--- config.mk ---
export PLATFORM = sky130hd
export DESIGN_NAME = fetch_ctrl
export DESIGN_NICKNAME = d
export VERILOG_FILES = /design/src/rtl/fetch_ctrl.sv
export SDC_FILE = /design/constraint.sdc
export NUM_CORES = 1
export LEC_CHECK = 0
export BUFFER_PORTS_ARGS = -buffer_cell sky130_fd_sc_hd__buf_2
export CORE_MARGIN = 8
export CORE_UTILIZATION = 51
export DETAILED_ROUTE_END_ITERATION = 8
export GPL_TIMING_DRIVEN = 0
export PLACE_DENSITY = 0.73
export SYNTH_ARGS = -nofsm -noshare
export SYNTH_HDL_FRONTEND = slang
export SYNTH_SLANG_ARGS = --single-unit
--- constraint.sdc ---
create_clock -name clk -period 2.4 [get_ports clk]
set_clock_uncertainty 0.2 [all_clocks]
set_input_delay 0.48 -clock clk [delete_from_list [all_inputs] [get_ports clk]]
set_output_delay 0.48 -clock clk [all_outputs]
set_load 0.02 [all_outputs]
--- src/rtl/fetch_ctrl.sv ---
// rtl/fetch_ctrl.sv - fetch-stage sequencer: owns PCF, IF/ID and a 1-entry skid
// Drives a variable-latency req/ack instruction memory; redirects kill in-flight words.
module fetch_ctrl #(
    parameter int                    DATA_WIDTH = 32,
    parameter logic [DATA_WIDTH-1:0] RESET_PC   = 32'h0000_0000,
    parameter logic [DATA_WIDTH-1:0] NOP_INSTR  = 32'h0000_0013
) (
    input  logic                  clk,
    input  logic                  rst,
    input  logic                  stall_d,
    input  logic                  redirect_e,
    input  logic [DATA_WIDTH-1:0] redirect_pc,
    output logic                  imem_req,
    output logic [DATA_WIDTH-1:0] imem_addr,
    input  logic                  imem_ack,
    input  logic [DATA_WIDTH-1:0] imem_rdata,
    output logic                  if_valid,
    output logic [DATA_WIDTH-1:0] instr_d,
    output logic [DATA_WIDTH-1:0] pc_d,
    output logic [DATA_WIDTH-1:0] pc_plus4_d,
    output logic                  fetch_busy
);

    typedef enum logic [1:0] {BOOT, FETCH, DROP, HOLD} state_t;

    state_t                  state;
    logic [DATA_WIDTH-1:0]   pcf;
    logic [DATA_WIDTH-1:0]   drop_addr;
    logic [DATA_WIDTH-1:0]   skid_instr;
    logic [DATA_WIDTH-1:0]   skid_pc;
    logic                    skid_valid;

    logic                    fresh;
    logic [DATA_WIDTH-1:0]   pcf_inc;
    logic [DATA_WIDTH-1:0]   redirect_tgt;

    assign fresh        = (state == FETCH) && imem_ack && !redirect_e;
    assign pcf_inc      = pcf + DATA_WIDTH'(4);
    assign redirect_tgt = {redirect_pc[DATA_WIDTH-1:2], 2'b00};

    // While dropping, the memory must keep seeing the killed request's address.
    assign imem_req   = (state == FETCH) || (state == DROP);
    assign imem_addr  = (state == DROP) ? drop_addr : pcf;
    assign fetch_busy = imem_req && !imem_ack;

    always_ff @(posedge clk or negedge rst) begin
        if (!rst) begin
            state      <= BOOT;
            pcf        <= RESET_PC;
            drop_addr  <= '0;
            skid_instr <= '0;
            skid_pc    <= '0;
            skid_valid <= 1'b0;
            if_valid   <= 1'b0;
            instr_d    <= NOP_INSTR;
            pc_d       <= '0;
            pc_plus4_d <= '0;
        end else if (redirect_e) begin
            pcf        <= redirect_tgt;
            skid_valid <= 1'b0;
            if_valid   <= 1'b0;
            instr_d    <= NOP_INSTR;
            case (state)
                FETCH: begin
                    if (!imem_ack) begin
                        state     <= DROP;
                        drop_addr <= pcf;
                    end else begin
                        state <= FETCH;
                    end
                end
                // A same-cycle ack completes the killed request, so nothing is left to drop.
                DROP:    state <= imem_ack ? FETCH : DROP;
                default: state <= FETCH;
            endcase
        end else begin
            if (fresh) begin
                pcf <= pcf_inc;
            end
            if (!stall_d) begin
                if (skid_valid) begin
                    if_valid   <= 1'b1;
                    instr_d    <= skid_instr;
                    pc_d       <= skid_pc;
                    pc_plus4_d <= skid_pc + DATA_WIDTH'(4);
                    skid_valid <= 1'b0;
                end else if (fresh) begin
                    if_valid   <= 1'b1;
                    instr_d    <= imem_rdata;
                    pc_d       <= pcf;
                    pc_plus4_d <= pcf_inc;
                end else begin
                    if_valid <= 1'b0;
                    instr_d  <= NOP_INSTR;
                end
            end else if (fresh) begin
                skid_instr <= imem_rdata;
                skid_pc    <= pcf;
                skid_valid <= 1'b1;
            end
            case (state)
                BOOT:  state <= FETCH;
                FETCH: if (fresh && stall_d) state <= HOLD;
                DROP:  if (imem_ack) state <= FETCH;
                HOLD:  if (!stall_d) state <= FETCH;
                default: state <= BOOT;
            endcase
        end
    end

endmodule

==> results by group <==
Outcome
  • Outcome: finished with violations
  • Failing checks: setup timing

CTS
  • Clock sink count: 218
  • CTS tree: yes
  • Clock Tree Root: clkbuf_16
  • Clk slew on worst S/H paths: 0.06 ns
  • Worst-case clock buffer depth: 3
  • Num CTS Buffers: 24
  • H-tree depth: 1
  • Clock latency on the worst-skew pair: 0.52 ns

Hold path
  • Hold Path Origin: redirect_pc[10]
  • Hold crit path type: input port to flop

Setup path
  • Arrival @ worst endpoint: 1.91 ns
  • Worst-path maximum fanout: 5
  • R2R Path Start: skid_valid
  • Required @ worst endpoint: 1.72 ns
  • CP Launch Point: state[1]
  • Critical path class: flop to primary output
  • Critical Path End Type: primary output
  • Startpoint Class: flop

Global routing
  • Initial antenna violation count: 0
  • Total grt overflow: 0
  • Vias in the first global route: 9620
  • Largest net degree at the start of global routing: 119
  • First-pass GRT wire length: 52040 um
  • GRT Total Usage: 24.43%

Route
  • Initial DRC Count: 666
  • Final WL: 33620 um
  • # DRC: 0
  • Drt wl/cell: 20.69 um
  • Via Count: 9338
  • Drt first pass iters: 5
  • DRT antenna net count: 0
  • Vias per cell: 5.746

Synthesis
  • Synth Instances: 1051
  • Number of flops mapped to enable cells by yosys: 0
  • Yosys warns: 0
  • Async set-reset flop share out of synthesis: 100.0%
  • Post-synth top flop: dfrtp_1
  • Seq/Total Area, Yosys: 49.18%
  • Mapped Area: 11100 um2
  • Avg Synthesized Cell Area: 10.56 um2
  • Seq cells post-synth: 218
  • Count of cell types in the netlist: 56

Flow run
  • Max cap viols: 0

Final layout
  • N_diodes: 0
  • Fillers: 1681
  • Layout area overhead: 30.17%
  • Layout cells sized above 1: 35.39%
  • Nets: 1401

Timing
  • Worst setup margin: -0.1922 ns
  • Final setup viols: 30
  • Final period utilization: 108.0%
  • Relative slew margins: 38.27%
  • RSZ-0062 raised after global routing: yes
  • Final hold violation count: 0
  • Setup TNS: -4.661 ns
  • Minimum clock period: 2.592 ns
  • Worst-Margin Slew: 0.9260 ns
  • Max Transition Viols Final: 0
  • FMAX: 0.3858 GHz

Floorplanning
  • Core ar.: 21620 um2
  • # rows: 54
  • Chip Height: 163.5 um
  • Effective utilization at floorplan: 51.34%
  • Ports: 200
  • Die area: 26740 um2
  • Die Wd: 163.5 um

Place
  • DP Worst Slack: -0.6316 ns
  • # port buffers: 190
  • HPWL Detailed: 23060 um
  • Routability congestion estimate: 0.9004

Pwr
  • Switch share: 36.07%
  • Power per cell area: 1060 nW/um2
  • Sw power: 5.527 mW
  • P_int: 9.794 mW
  • VDD IR max: 0.7678 mV
  • Sequential power share: 39.3%
  • Combinational Power Share: 35.5%
  • Pwr Total: 15.32 mW
  • Clock Power Share: 25.1%
  • Leak: 6.477 nW
==> per-layer routing <==
layer | GRT usage, % | routed length [um] | share of wire (%) | up-vias
met5 | 0 | 0 | 0 | -
met2 | 39.54 | 15940 | 47 | 380
li1 | - | - | - | 4261
met3 | 3.453 | 2110 | 6.3 | 100
met1 | 31.90 | 14020 | 42 | 4597
met4 | 11.61 | 1539 | 4.6 | 0
==> worst paths after layout <==
path,to,slack (ns),cells after the start
max,imem_addr[29],-0.19,5
min,pcf[10],0.01,3
min reg2reg,pc_d[16],0.27,2
max reg2reg,pc_plus4_d[3],0.05,5
min in group asynchronous,pcf[15],0.37,2
max in group asynchronous,skid_instr[21],0.55,3
==> critical path, cell delays in order, from the launching register on <==
cell and delay (ns):
dfrtp_2 0.44, ha_4 0.19, buf_12 0.14, clkbuf_16 0.15, mux2_4 0.32, buf_6 0.14
==> state kept, by name (all words and copies together) (netlist names) <==
register	count
pcf	30
drop_addr	30
pc_plus4_d	30
skid_pc	30
state	2
instr_d	32
skid_valid	1
pc_d	30
skid_instr	32
if_valid	1
==> power groups by stage <==
stage                     clock network [mW]  logic [mW]  registers, mW
after floorplan                            0        2.63           6.38
after global placement                     0        4.64           5.93
after detailed placement                   0        4.77           6.01
after CTS                               3.87        5.35           5.98
after global routing                    4.03        5.83           6.18
final                                   3.85        5.44           6.03
==> through the flow <==
stage	hold slack [ns]	utilization [%]	area, um2	instances
finish	0.01095	66.82	14450	1625
CTS	0.0005193	65.95	14260	1617
floorplan	-0.01559	-	11120	1056
global placement	0.2579	57.44	12420	1526
global route	0.008067	66.82	14450	1625
detailed placement	0.2651	57.62	12460	1527
==> cells in the mapped netlist (all sizes together) (3+ instances only) <==
cell	n	area [um2]
a21oi	10	50.05
a221oi	32	280.3
and2	3	18.77
and3	10	62.56
and4	6	52.55
buf	46	261.5
clkbuf	53	200.2
dfrtp	215	5380
dfstp	3	78.83
ha	5	62.56
inv	9	33.78
mux2	110	1239
mux2i	40	400.4
nand2	134	503.0
nand3	21	110.1
nand4	17	133.9
nor2	28	105.1
nor2b	30	187.7
nor3	53	290.3
nor4	15	170.2
o211ai	5	37.54
o21a	3	22.52
o21ai	90	450.4
o221ai	9	78.83
o31ai	3	22.52
or3	3	18.77
or4	3	22.52
xnor2	49	429.2
xor2	25	219.0
==> layout make-up <==
type,count,area [um2],area share [%]
timing repair buffer,248,1744,12.07
sequential,218,5463,37.81
multi-input combinational,729,5451,37.73
buffer,96,568.0,3.932
clock buffer,36,737.0,5.101
clock inverter,8,92.59,0.6409
tap,280,350.3,2.425
inverter,10,41.29,0.2858
==> placed cells by master, fill, tap and decap left out, types with 6 or more instances in the layout <==
cell type	instances
a21oi_1	10
buf_4	37
clkbuf_2	13
dlygate4sd3_1	28
nand4_1	14
clkbuf_1	39
mux2i_1	40
dfrtp_1	212
o21ai_1	7
xnor2_1	49
nor4_4	7
nor3_1	42
mux2_4	26
buf_2	177
inv_1	8
and3_1	10
nand2_1	131
clkbuf_16	28
nand3_1	20
o21ai_0	78
a221oi_1	32
and4_1	6
o221ai_1	9
mux2_2	84
nor3_2	8
buf_6	36
conb_1	6
nor2_1	27
nor2b_1	30
xor2_1	25
clkbuf_8	8
==> logic make-up after synthesis <==
group	Yosys count	share of synthesized area [%]
AND/OR/NAND/NOR	330	15.68
flip-flops	218	49.18
AO/OA/AOI/OAI	164	9.435
multiplexers	150	14.77
buffers and inverters	109	4.498
XOR/XNOR	74	5.839
adder cells (fa/ha/maj)	5	0.5636
other	1	0.03379
==> repair_timing <==
| action | 4_1_cts | 5_1_grt |
|---|---|---|
| endpoints found under the hold margin | 124 | 0 |
| setup endpoints to repair | 203 | 166 |
| gates resized for setup | 144 | 40 |
| buffers inserted | 17 | 10 |
| pin swaps | 3 | 4 |
| gates cloned | 2 | 0 |
| hold buffers | 28 | 0 |
Power figures use the tool's default switching activity.
